$ cat config.mk
export PLATFORM = sky130hd
export DESIGN_NAME = esm_config_decoder
export DESIGN_NICKNAME = d
export VERILOG_FILES = /design/src/rtl/esm_pkg.sv /design/src/rtl/esm_config_global_regs.sv /design/src/rtl/esm_config_decoder.sv
export SDC_FILE = /design/constraint.sdc
export NUM_CORES = 1
export LEC_CHECK = 0
export ABC_AREA = 1
export CORE_MARGIN = 2
export CORE_UTILIZATION = 39
export CTS_CLUSTER_SIZE = 16
export DETAILED_ROUTE_END_ITERATION = 8
export GPL_TIMING_DRIVEN = 1
export SLEW_MARGIN = 20
export SYNTH_ARGS = -nofsm -noshare
export SYNTH_HDL_FRONTEND = slang
export SYNTH_SLANG_ARGS = --single-unit
$ cat constraint.sdc
create_clock -name Clk -period 1.95 [get_ports Clk]
set_input_delay 0.585 -clock Clk [delete_from_list [all_inputs] [get_ports Clk]]
set_output_delay 0.585 -clock Clk [all_outputs]
set_load 0.005 [all_outputs]
$ cat src/rtl/esm_pkg.sv
// Shared ESM control-stream constants, routed-word payload type and decoder state encoding.
package esm_pkg;

  localparam logic [31:0] esm_control_magic_num = 32'hE5A1_C0DE;

  localparam logic [7:0] esm_module_id_global      = 8'h00;
  localparam logic [7:0] esm_module_id_dwell       = 8'h01;
  localparam logic [7:0] esm_module_id_channelizer = 8'h02;
  localparam logic [7:0] esm_module_id_pdw         = 8'h03;

  localparam logic [7:0] esm_control_message_type_enables     = 8'h00;
  localparam logic [7:0] esm_control_message_type_dwell_entry = 8'h01;
  localparam logic [7:0] esm_control_message_type_channel_cfg = 8'h02;
  localparam logic [7:0] esm_control_message_type_pdw_cfg     = 8'h03;

  typedef struct packed {
    logic        valid;
    logic        first;
    logic        last;
    logic [7:0]  module_id;
    logic [7:0]  message_type;
    logic [7:0]  word_index;
    logic [31:0] data;
  } esm_config_data_t;

  // Fields of global payload word 0 that drive the enable outputs.
  typedef struct packed {
    logic       rst_request;
    logic [1:0] pdw;
    logic [1:0] channelizer;
    logic       status;
  } esm_global_enables_t;

  typedef enum logic [2:0] {
    S_MAGIC,
    S_SEQ,
    S_HEADER,
    S_PAYLOAD,
    S_DROP
  } esm_config_decoder_state_t;

  function automatic logic [15:0] sat_inc16(input logic [15:0] v);
    return (v == 16'hFFFF) ? v : v + 16'd1;
  endfunction

endpackage

$ cat src/rtl/esm_config_global_regs.sv
// Decodes global (module 0, type 0, word 0) payloads into the enable bits and a reset-request pulse.
module esm_config_global_regs
  import esm_pkg::*;
(
  input  logic                clk,
  input  logic                rst,
  input  logic                cfg_valid,
  input  logic [7:0]          module_id,
  input  logic [7:0]          message_type,
  input  logic [7:0]          word_index,
  input  esm_global_enables_t word_bits,
  output logic                enable_status,
  output logic [1:0]          enable_channelizer,
  output logic [1:0]          enable_pdw,
  output logic                rst_request
);

  logic hit_c;

  assign hit_c = cfg_valid && (module_id == esm_module_id_global) &&
                 (message_type == esm_control_message_type_enables) && (word_index == 8'd0);

  always_ff @(posedge clk) begin
    if (rst) begin
      enable_status      <= 1'b0;
      enable_channelizer <= 2'd0;
      enable_pdw         <= 2'd0;
      rst_request        <= 1'b0;
    end else begin
      rst_request <= hit_c && word_bits.rst_request;
      if (hit_c) begin
        enable_status      <= word_bits.status;
        enable_channelizer <= word_bits.channelizer;
        enable_pdw         <= word_bits.pdw;
      end
    end
  end

endmodule

$ cat src/rtl/esm_config_decoder.sv
// ESM control-stream parser: magic/seq/header checks, payload routing onto Cfg_*, error counters.
// Optional ESM_CONFIG_DECODER_LENGTH_CHECK_EN caps payload length at MAX_MSG_WORDS (adds one word of hold latency).
module esm_config_decoder
  import esm_pkg::*;
#(
  parameter int unsigned AXI_DATA_WIDTH = 32
`ifdef ESM_CONFIG_DECODER_LENGTH_CHECK_EN
  , parameter int unsigned MAX_MSG_WORDS = 64
`endif
) (
  input  logic                      Clk,
  input  logic                      Rst,
  output logic                      S_axis_ready,
  input  logic                      S_axis_valid,
  input  logic [AXI_DATA_WIDTH-1:0] S_axis_data,
  input  logic                      S_axis_last,
  output logic                      Cfg_valid,
  output logic                      Cfg_first,
  output logic                      Cfg_last,
  output logic [7:0]                Cfg_module_id,
  output logic [7:0]                Cfg_message_type,
  output logic [7:0]                Cfg_word_index,
  output logic [AXI_DATA_WIDTH-1:0] Cfg_data,
  output logic                      Enable_status,
  output logic [1:0]                Enable_channelizer,
  output logic [1:0]                Enable_pdw,
  output logic                      Rst_request,
  output logic [15:0]               Err_magic_count,
  output logic [15:0]               Err_seq_count,
`ifdef ESM_CONFIG_DECODER_LENGTH_CHECK_EN
  output logic [15:0]               Err_length_count,
`endif
  output logic [15:0]               Err_short_count
);

  localparam int unsigned CNT_W = 16;

  esm_config_decoder_state_t state;
  logic                      ready_q;
  logic                      rst_d;
  logic [AXI_DATA_WIDTH-1:0] expected_seq;
  logic [7:0]                module_id;
  logic [7:0]                message_type;
  logic [7:0]                word_idx;
  logic [CNT_W-1:0]          err_magic;
  logic [CNT_W-1:0]          err_seq;
  logic [CNT_W-1:0]          err_short;
  logic                      accept_c;
  esm_config_data_t          beat_c;
  esm_config_data_t          cfg_d;
  esm_config_data_t          cfg_q;
  esm_global_enables_t       enables_c;

  assign accept_c = S_axis_valid && ready_q;

  // Payload beat as it would appear on Cfg_* one cycle later.
  always_comb begin
    beat_c = '0;
    if (accept_c && (state == S_PAYLOAD)) begin
      beat_c.valid        = 1'b1;
      beat_c.first        = (word_idx == 8'd0);
      beat_c.last         = S_axis_last;
      beat_c.module_id    = module_id;
      beat_c.message_type = message_type;
      beat_c.word_index   = word_idx;
      beat_c.data         = 32'(S_axis_data);
    end
  end

`ifdef ESM_CONFIG_DECODER_LENGTH_CHECK_EN
  esm_config_data_t pend_q;
  esm_config_data_t pend_d;
  logic             len_trip_c;
  logic [CNT_W-1:0] err_length;

  // Each word waits until the next one proves whether it must be marked last.
  always_comb begin
    cfg_d      = '0;
    pend_d     = pend_q;
    len_trip_c = 1'b0;
    if (beat_c.valid) begin
      cfg_d = pend_q;
      if ((32'(beat_c.word_index) == MAX_MSG_WORDS) && !beat_c.last) begin
        len_trip_c = 1'b1;
        cfg_d.last = pend_q.valid;
        pend_d     = '0;
      end else begin
        pend_d = beat_c;
      end
    end else if (pend_q.valid && pend_q.last) begin
      cfg_d  = pend_q;
      pend_d = '0;
    end
  end

  assign Err_length_count = err_length;
`else
  assign cfg_d = beat_c;
`endif

  always_ff @(posedge Clk) begin
    if (Rst) begin
      state        <= S_MAGIC;
      ready_q      <= 1'b0;
      rst_d        <= 1'b1;
      expected_seq <= '0;
      module_id    <= '0;
      message_type <= '0;
      word_idx     <= '0;
      err_magic    <= '0;
      err_seq      <= '0;
      err_short    <= '0;
      cfg_q        <= '0;
`ifdef ESM_CONFIG_DECODER_LENGTH_CHECK_EN
      pend_q       <= '0;
      err_length   <= '0;
`endif
    end else begin
      rst_d   <= 1'b0;
      ready_q <= !rst_d;
      cfg_q   <= cfg_d;
`ifdef ESM_CONFIG_DECODER_LENGTH_CHECK_EN
      pend_q  <= pend_d;
`endif
      if (accept_c) begin
        case (state)
          S_MAGIC: begin
            if (S_axis_data == esm_control_magic_num) begin
              if (S_axis_last) err_short <= sat_inc16(err_short);
              else             state     <= S_SEQ;
            end else begin
              err_magic <= sat_inc16(err_magic);
              if (!S_axis_last) state <= S_DROP;
            end
          end
          S_SEQ: begin
            expected_seq <= S_axis_data + AXI_DATA_WIDTH'(1);
            // A message ending here is short; the sequence check is skipped for it.
            if (S_axis_last) begin
              err_short <= sat_inc16(err_short);
              state     <= S_MAGIC;
            end else begin
              if (S_axis_data != expected_seq) err_seq <= sat_inc16(err_seq);
              state <= S_HEADER;
            end
          end
          S_HEADER: begin
            module_id    <= S_axis_data[31:24];
            message_type <= S_axis_data[23:16];
            word_idx     <= 8'd0;
            state        <= S_axis_last ? S_MAGIC : S_PAYLOAD;
          end
          S_PAYLOAD: begin
            if (word_idx != 8'hFF) word_idx <= word_idx + 8'd1;
            if (S_axis_last)       state    <= S_MAGIC;
`ifdef ESM_CONFIG_DECODER_LENGTH_CHECK_EN
            if (len_trip_c) begin
              err_length <= sat_inc16(err_length);
              state      <= S_DROP;
            end
`endif
          end
          S_DROP: begin
            if (S_axis_last) state <= S_MAGIC;
          end
          default: state <= S_MAGIC;
        endcase
      end
    end
  end

  assign enables_c = {cfg_d.data[24], cfg_d.data[17:16], cfg_d.data[9:8], cfg_d.data[0]};

  esm_config_global_regs u_global_regs (
    .clk                (Clk),
    .rst                (Rst),
    .cfg_valid          (cfg_d.valid),
    .module_id          (cfg_d.module_id),
    .message_type       (cfg_d.message_type),
    .word_index         (cfg_d.word_index),
    .word_bits          (enables_c),
    .enable_status      (Enable_status),
    .enable_channelizer (Enable_channelizer),
    .enable_pdw         (Enable_pdw),
    .rst_request        (Rst_request)
  );

  assign S_axis_ready     = ready_q;
  assign Cfg_valid        = cfg_q.valid;
  assign Cfg_first        = cfg_q.first;
  assign Cfg_last         = cfg_q.last;
  assign Cfg_module_id    = cfg_q.module_id;
  assign Cfg_message_type = cfg_q.message_type;
  assign Cfg_word_index   = cfg_q.word_index;
  assign Cfg_data         = AXI_DATA_WIDTH'(cfg_q.data);
  assign Err_magic_count  = err_magic;
  assign Err_seq_count    = err_seq;
  assign Err_short_count  = err_short;

endmodule
==> flow_summary.yaml, run 1 <==
synth:
  synthDominantCellAreaShare_pct: 41.2
  synth_warnings: 0
  synth_ff_type: "dfxtp_1"
  muxShareOfSynthArea_pct: 0
  synth-compound-area-share_pct: 10.4
  synth_simple_gate_area_share_pct: 30.4
  synth_adder_area_share_pct: 1.04
  synth_top_family_by_area: "simple AND/OR/NAND/NOR gates"
  synth_xor_area_share_pct: 8.19
  synth_edf_count: 0
  synth_cell_types: 45
  synth.area.top_cells: "dfxtp_1 (41%), nand2_1 (11%), nor2_1 (6.7%), inv_1 (5.6%), a21oi_1 (5.1%)"
  async_reset_ff_share_pct: 0
  ys_seq_area_share_pct: 41.2
  syn-instance-count: 1172
  avgSynthCellArea_um2: 7.21
  synth.net_count: 1215
  ys_ff_latch: 174
  syn-cell-area_mm2: 0.00845
  synth_top_area_cell: "dfxtp_1"
clock_network:
  clock_sinks: 174
  cts-root-buf: "clkbuf_16"
  insertion_delay_ns: 0.44
  cts_buffers: 17
  cts.hold.buffers_added: 0
  htree_levels: 4
  cts.path.max_buffers: 2
  cts_tree: "done"
  clkTransAtPathRegs_ns: 0.08
die:
  core_area_mm2: 0.0212
  die_h_um: 151
  dieWidth_um: 151
  initial_core_util_pct: 39.9
  row_count: 53
  ioPinCount: 150
  die_area_mm2: 0.0229
power:
  power_mw: 7.47
  p_leak_nw: 5.30
  max-vdd-ir-drop_mv: 0.591
  p_per_area_mw_per_mm2: 611
global_routing:
  grt_overflow_total: 0
  grt_max_degree: 50
  antenna_found_initial: 0
  grt_pass1_vias: 7822
  grt_pass1_wl_mm: 38.8
  grt_usage_pct: 21.4
sta:
  clock_skew_ns: 0.0198
  worstMarginPinSlew_ns: 0.374
  hold_viol_final: 0
  period_needed_ns: 1.91
  finalSetupViolCount: 0
  grt_setup_unrepaired: "no"
  fmax_mhz: 524
  post-route-period-util_pct: 97.9
  max_slew_margin_pct: 74.9
  slew_violations: 0
  fin_hold_ws_ns: 0.401
layout:
  syn_to_final_growth_pct: 44.9
  final_cell_mix: "nand2_1 (251), buf_4 (144), nor2_1 (143)"
  final_common_cell: "nand2_1"
  nets: 1501
  drive_gt1_share_pct: 20.7
  diodes: 0
detailed_routing:
  wl_per_cell_um: 13.7
  drtIter0Drc: 492
  vias: 8332
  vias_per_cell: 4.77
  drtAntennaViolNets: 0
  drt_pass1_iterations: 6
  drc: 0
  wl_mm: 23.9
worst_setup_path:
  crit_chain: "clkdlybuf4s50_1"
  crit_buf_inv: 1
  crit_required_ns: 1.36
  critPathLaunchType: "flip-flop"
  max_stage_delay_ns: 0.52
  cp_max_fo: 2
  critical-path-top-delay-family: "buffers and inverters"
  slowest_stage: "clkdlybuf4s50_1"
  crit_type: "reg2out"
  crit_arrival_ns: 1.32
  end_kind: "output pin"
place:
  portBuffers: 149
  dp_hpwl_mm: 18.1
  gp_congestion: 0.893
run_status:
  outcome: "completed"
hold_path:
  worstHoldPathType: "reg2reg"
run:
  maxCapViolations: 0
[synthesized netlist by cell type (3+ instances only)]
cell,number
buf_6,3
nor4_1,6
buf_4,4
nand3b_1,6
nand3_1,81
nand4_1,21
o21bai_1,8
o21ai_0,49
nor2_1,151
clkbuf_1,19
a21oi_2,4
nand2_1,254
ha_1,7
nand2_4,4
o211ai_1,8
nand2_2,3
inv_1,127
nor3_1,27
xnor2_1,38
clkbuf_2,4
dfxtp_1,174
a21oi_1,86
o21a_1,3
nor2_2,7
xor2_1,41
buf_2,6
inv_2,8
[sequential cells by signal, summed over array words and instances (netlist names), 16 cells and up]
register	flops
Err_magic_count	16
expected_seq	32
Err_seq_count	16
Err_short_count	16
Cfg_data	32
[through the flow]
stage	instances	instance area, µm²	utilization [%]	setup slack, ns	setup TNS (ns)
CTS	1744	12000	56.7	-0.0170	-0.0170
global route	1746	12200	57.8	0.0000964	0
global placement	1711	11300	53.5	-0.630	-51.31
floorplan	1172	8450	-	0.134	0
detailed placement	1711	11300	53.5	-0.671	-51.80
finish	1746	12200	57.8	0.0418	0
[where the power goes]
group / total (mW) / switching, mW / leakage (nW) / internal [mW]
Clock: 3.40 / 1.68 / 0.285 / 1.73
Combinational: 0.544 / 0.292 / 3.58 / 0.252
Sequential: 3.53 / 0.00241 / 1.43 / 3.52
[layout make-up]
| class | instances | area (µm²) |
|---|---|---|
| clock buffer | 17 | 425 |
| clock inverter | 15 | 168 |
| fill | 2011 | 8920 |
| inverter | 137 | 514 |
| multi-input combinational | 822 | 4360 |
| sequential | 174 | 3590 |
| tap | 275 | 344 |
| timing repair buffer | 306 | 2840 |
[logic make-up after synthesis]
group | after synthesis
simple gates | 574
buf+inv | 176
flops | 174
compound gates | 162
xor+xnor | 79
fa+ha+maj | 7
[path summary, 6_finish.rpt]
check	start	to	slack [ns]	cells past startpoint
hold / removal	rst_d$_DFF_P_	S_axis_ready$_SDFF_PP0_	0.40	1
setup / recovery	Err_magic_count[5]$_SDFFE_PP0P_	Err_magic_count[5]	0.04	1
setup reg to reg	state[1]$_SDFFE_PP0P_	u_global_regs.rst_request$_SDFF_PP0_	0.23	8
hold reg to reg	rst_d$_DFF_P_	S_axis_ready$_SDFF_PP0_	0.40	1
[what timing repair did]
action                                  in CTS  in global routing
cloned                                       0                  0
endpoints found under the hold margin        0                  0
buffers inserted                             1                  2
endpoints found under the setup margin      96                102
resized for setup                           63                 83
pin swaps                                    4                  7
[per-layer routing]
| metal | routed length, µm | up-vias | global-route usage [%] |
|---|---|---|---|
| li1 | - | 4318 | - |
| met1 | 11700 | 3786 | 30.6 |
| met2 | 10800 | 208 | 34.0 |
| met3 | 1160 | 20 | 3.10 |
| met4 | 229 | 0 | 5.28 |
| met5 | 0 | - | 0 |
Power figures use the tool's default switching activity.
==> run 2: changes to the inputs <==
CORE_UTILIZATION = 53   (was 39)
PLACE_DENSITY = 0.8   (was not set)
==> run 2 against run 1 <==
Against the previous run:
- cell count decreased by 4.0%
- sequential share of layout area increased by 0.48 points
- clock power increased by 4%
- critical path type unchanged
==> flow_summary.yaml, run 2 (synthesis results as in run 1) <==
clock_network:
  cts-root-buf: "clkbuf_16"
  cts_tree: "done"
  cts.hold.buffers_added: 0
  clkTransAtPathRegs_ns: 0.07
  cts_buffers: 17
  htree_levels: 4
  clock_sinks: 174
  insertion_delay_ns: 0.44
  cts.path.max_buffers: 2
worst_setup_path:
  critPathLaunchType: "flip-flop"
  max_stage_delay_ns: 0.51
  critical-path-top-delay-family: "buffers and inverters"
  crit_chain: "clkdlybuf4s50_1"
  crit_buf_inv: 1
  crit_type: "reg2out"
  crit_required_ns: 1.36
  end_kind: "output pin"
  crit_arrival_ns: 1.33
  timing.rr.start: "state[2]$_SDFFE_PP0P_"
  ff2ff_path_depth: 10
  cp-startpoint: "Err_magic_count[12]$_SDFFE_PP0P_"
  slowest_stage: "clkdlybuf4s50_1"
  cp.depth: 1
  cp_max_fo: 6
place:
  portBuffers: 149
  dp_hpwl_mm: 17.4
  dpl_cell_area_mm2: 0.0111
  gp_congestion: 0.948
  dp_slack_ns: -0.565
detailed_routing:
  drtAntennaViolNets: 0
  vias_per_cell: 5.18
  wl_per_cell_um: 14.5
  wl_mm: 24.3
  drtIter0Drc: 681
  vias: 8695
  drt_pass1_iterations: 6
  drc: 0
sta:
  fmax_mhz: 521
  slew_violations: 0
  max_slew_margin_pct: 72.3
  finalSetupTns_ns: 0
  post-route-period-util_pct: 98.4
  clock_skew_ns: 0.00938
  worstMarginPinSlew_ns: 0.412
  hold_viol_final: 0
  finalSetupViolCount: 0
  setup_ws_ns: 0.0316
  period_needed_ns: 1.92
hold_path:
  worstHoldStart: "rst_d$_DFF_P_"
  worstHoldPathType: "reg2reg"
  min_path_cells: 1
layout:
  syn_to_final_growth_pct: 42.3
  final_cell_mix: "nand2_1 (253), nor2_1 (143), buf_4 (138)"
  final_area_mm2: 0.0120
  final_util_pct: 76.5
  diodes: 0
  nets: 1491
  drive_gt1_share_pct: 19.2
  final_common_cell: "nand2_1"
power:
  power_mw: 7.59
  seq_power_share_pct: 46.5
  pwr-share-clk_pct: 46.4
  internal-power_mw: 5.62
  power_frac_comb_pct: 7.1
  max-vdd-ir-drop_mv: 0.591
  p_leak_nw: 5.27
  p_sw_mw: 1.96
  p_per_area_mw_per_mm2: 631
  p_sw_share_pct: 25.9
die:
  die_area_mm2: 0.0170
  initial_core_util_pct: 53.8
  row_count: 46
  dieWidth_um: 130
  die_h_um: 130
  core_area_mm2: 0.0157
  ioPinCount: 150
run:
  maxCapViolations: 0
global_routing:
  grt_pass1_vias: 7952
  grt_max_degree: 58
  grt_overflow_total: 0
  grt_usage_pct: 28.4
  antenna_found_initial: 0
  grt_pass1_wl_mm: 38.3
run_status:
  outcome: "completed"
==> run 2: layout make-up <==
class                   instances  area, µm²
inverters                     137        514
fillers                      1139       3700
well taps                     216        270
repair buffers                296       2730
clock buffers                  17        425
flip-flops and latches        174       3590
multi-input cells             822       4300
clock inverters                15        185
==> run 2: path summary, 6_finish.rpt <==
kind | to | slack [ns]
setup / recovery | Err_magic_count[12] | 0.03
hold / removal | S_axis_ready$_SDFF_PP0_ | 0.38
setup reg to reg | u_global_regs.enable_status$_SDFFE_PP0P_ | 0.12
hold reg to reg | S_axis_ready$_SDFF_PP0_ | 0.38
==> run 2: through the flow <==
step                hold slack, ns  cells
finish                       0.383   1677
global placement             0.370   1638
CTS                          0.382   1670
global route                 0.401   1677
floorplan                    0.368   1172
detailed placement           0.371   1638
==> run 2: power by group through the flow <==
stage | Combinational, mW | Clock [mW] | Sequential [mW]
after floorplan | 0.216 | 0 | 3.64
after global placement | 0.528 | 0 | 3.64
after detailed placement | 0.532 | 0 | 3.64
after CTS | 0.529 | 3.52 | 3.55
after global routing | 0.581 | 3.67 | 3.53
final | 0.541 | 3.52 | 3.53
==> run 2: timing repair <==
action | 4_1_cts | 5_1_grt
setup buffers | 0 | 7
setup endpoints to repair | 85 | 96
pin swaps | 2 | 7
gates resized for setup | 72 | 57
==> run 2: metal layers <==
layer	share of wire, %	GRT usage (%)	vias up
met5	0	0	-
met4	1.9	8.73	0
met3	6.5	4.51	43
met2	47	47.1	369
met1	44	38.3	3983
li1	-	-	4300
==> run 3: changes to the inputs <==
ABC_AREA = not set   (was 1)
CORE_UTILIZATION = 52   (was 53)
==> run 3 against run 2 <==
Against the previous run:
- the flow now finishes with violations (negative setup slack)
- sequential power barely moved
- cell count down 22%
- fmax shrank 5.1%
- total power fell by 2.0%
- synthesized area decreased by 8.9%
- design area down 2.7%
- non-clock buffer count up 15
- wire length fell by 1.8%
- setup slack got worse by 0.10 ns
- global-route usage shrank 0.83 points
- critical endpoint is now u_global_regs.enable_pdw[1]$_SDFFE_PP0P_
- largest cell class unchanged
- largest power group unchanged
==> flow_summary.yaml, run 3 <==
run_status:
  outcome: "finished, violations left"
  failed_checks: "negative setup slack"
synth:
  ys_ff_latch: 174
  yosysMostFrequentCell: "dfxtp_1"
  synth.area.top_cells: "dfxtp_1 (45%), xor2_1 (7.7%), nor2_1 (5.6%), and2_1 (4.6%), a211oi_1 (2.9%)"
  synthDominantCellAreaShare_pct: 45.3
  async_reset_ff_share_pct: 0
  ys_seq_area_share_pct: 45.3
  synth_warnings: 0
  synth_top_area_cell: "dfxtp_1"
  synth_cell_types: 55
  synth_edf_count: 0
  synth.net_count: 874
  synth_commonest_cells: "dfxtp_1 (174), nor2_1 (115), xor2_1 (68)"
  synth_ff_type: "dfxtp_1"
  syn-instance-count: 831
  avgSynthCellArea_um2: 9.26
  syn-cell-area_mm2: 0.00769
detailed_routing:
  vias_per_cell: 5.59
  drt_pass1_iterations: 7
  drtAntennaViolNets: 0
  vias: 7277
  wl_mm: 23.8
  drc: 0
  wl_per_cell_um: 18.3
  drtIter0Drc: 565
layout:
  diodes: 0
  syn_to_final_growth_pct: 52.0
  seqCellArea_mm2: 0.00356
  drive_gt1_share_pct: 33.1
  fin_cells: 1301
  nets: 1147
  final_cell_mix: "buf_4 (131), dfxtp_1 (127), nor2_1 (108)"
  num-fill-cells: 860
  multi_input_area_mm2: 0.00447
  final_common_cell: "buf_4"
global_routing:
  grt_pass1_wl_mm: 35.1
  antenna_found_initial: 0
  grt_overflow_total: 0
  grt_max_degree: 47
  grt_usage_pct: 27.6
  grt_pass1_vias: 6851
clock_network:
  cts_buffers: 17
  clock_sinks: 174
  clkTransAtPathRegs_ns: 0.07
  insertion_delay_ns: 0.44
  htree_levels: 4
  cts-root-buf: "clkbuf_16"
  cts.path.max_buffers: 2
  cts_tree: "done"
worst_setup_path:
  slowest_stage: "nor4_1"
  crit_required_ns: 2.27
  max_stage_delay_ns: 0.41
  crit_chain: "nor4_1, nand3_1, nor4_4, buf_4, mux2i_1, nor2_1"
  critical-path-top-delay-family: "simple AND/OR/NAND/NOR gates"
  timing.rr.start: "word_idx[1]$_SDFFE_PP0P_"
  end_kind: "flip-flop"
  crit_type: "reg2reg"
  cp_max_fo: 5
  crit_buf_inv: 1
  cp-startpoint: "word_idx[1]$_SDFFE_PP0P_"
  critPathLaunchType: "flip-flop"
  crit_arrival_ns: 2.34
place:
  gp_congestion: 0.877
  dp.cells: 1249
  dp_slack_ns: -0.880
  dp_hpwl_mm: 14.7
  portBuffers: 149
sta:
  slew_violations: 0
  fmax_mhz: 495
  finalSetupViolCount: 7
  setup_ws_ns: -0.0710
  max_slew_margin_pct: 69.0
  period_needed_ns: 2.02
  worstMarginPinSlew_ns: 0.461
  grt_setup_unrepaired: "yes"
  post-route-period-util_pct: 104
  clock_skew_ns: 0.00831
  hold_viol_final: 0
die:
  die_h_um: 126
  die_area_mm2: 0.0158
  ioPinCount: 150
  dieWidth_um: 126
  core_area_mm2: 0.0145
  row_count: 44
  initial_core_util_pct: 53.1
run:
  maxCapViolations: 0
hold_path:
  worstHoldStart: "S_axis_data[6]"
  worstHoldPathType: "in2reg"
power:
  max-vdd-ir-drop_mv: 0.737
  p_per_area_mw_per_mm2: 636
  p_leak_nw: 4.51
==> run 3: changes by cell type in the layout (fill, tap and decap cells not counted), sizes merged, moves of 43 or more <==
cell | before | now
nand2 | 262 | 39
inv | 144 | 12
nand3 | 82 | 38
a21oi | 90 | 17
and2 | 0 | 57
o21ai | 52 | 9
nor2 | 161 | 115
==> run 3: cells by family (layout without fill, tap and decap cells) <==
family / after synthesis / count (layout) / share of synthesized area (%)
AOI/OAI and AO/OA: 73 / 73 / 6.51
muxes: 29 / 29 / 3.89
xor gates and xnor gates: 92 / 92 / 10.5
adders and majority gates: 7 / 7 / 1.14
and+or+nand+nor: 394 / 394 / 28.2
DFF: 174 / 174 / 45.3
buffers and inverters: 62 / 348 / 4.47
==> run 3: final timing paths <==
kind | endpoint | depth (start not counted) | slack, ns
hold / removal | Cfg_data[6]$_SDFF_PP0_ | 2 | 0.39
hold reg to reg | S_axis_ready$_SDFF_PP0_ | 1 | 0.39
setup / recovery | u_global_regs.enable_pdw[1]$_SDFFE_PP0P_ | 6 | -0.07
setup reg to reg | u_global_regs.enable_pdw[1]$_SDFFE_PP0P_ | 6 | -0.07
==> run 3: repair_timing <==
| action | in CTS | in global routing |
|---|---|---|
| gates cloned | 2 | 0 |
| resized for setup | 191 | 110 |
| endpoints found under the setup margin | 106 | 84 |
| setup buffers | 9 | 11 |
| pin swaps | 31 | 29 |
| hold buffers | 0 | 0 |
==> run 3: worst register-to-register path, stage by stage, from the launching register on <==
cell,delay (ns)
dfxtp_1,0.37
nor4_1,0.41
nand3_1,0.26
nor4_4,0.31
buf_4,0.23
mux2i_1,0.26
nor2_1,0.06
==> run 3: where the power goes <==
part           switching (mW)  total, mW  internal [mW]
sequential            0.00341       3.55           3.55
combinational           0.289      0.534          0.245
clock                    1.49       3.35           1.86
total                    1.79       7.44           5.65
==> run 3: layout make-up <==
cell class / instances / area share [%]
repair buffers: 311 / 24.2
inverters: 5 / 0.203
well taps: 184 / 1.97
clock buffers: 20 / 3.91
multi-input cells: 595 / 38.2
clock inverters: 12 / 1.06
flip-flops and latches: 174 / 30.4
==> run 3: routing by layer <==
layer	up-vias	wire (µm)	track usage, %	share of wire (%)
met3	46	1750	6.58	7.3
met2	302	12000	46.0	50
met1	3506	9490	34.5	40
met4	0	620	11.3	2.6
met5	-	0	0	0
li1	3423	-	-	-
==> run 3: through the flow <==
step	setup TNS (ns)	hold WS, ns	power (mW)	utilization, %	instance area (µm²)
floorplan	-3.40	0.368	3.84	-	7870
global placement	-76.58	0.371	4.09	71.4	10300
detailed placement	-78.74	0.378	4.09	71.4	10300
CTS	-0.0368	0.389	7.42	78.6	11400
global route	-0.819	0.388	7.66	80.7	11700
finish	-0.126	0.386	7.44	80.7	11700
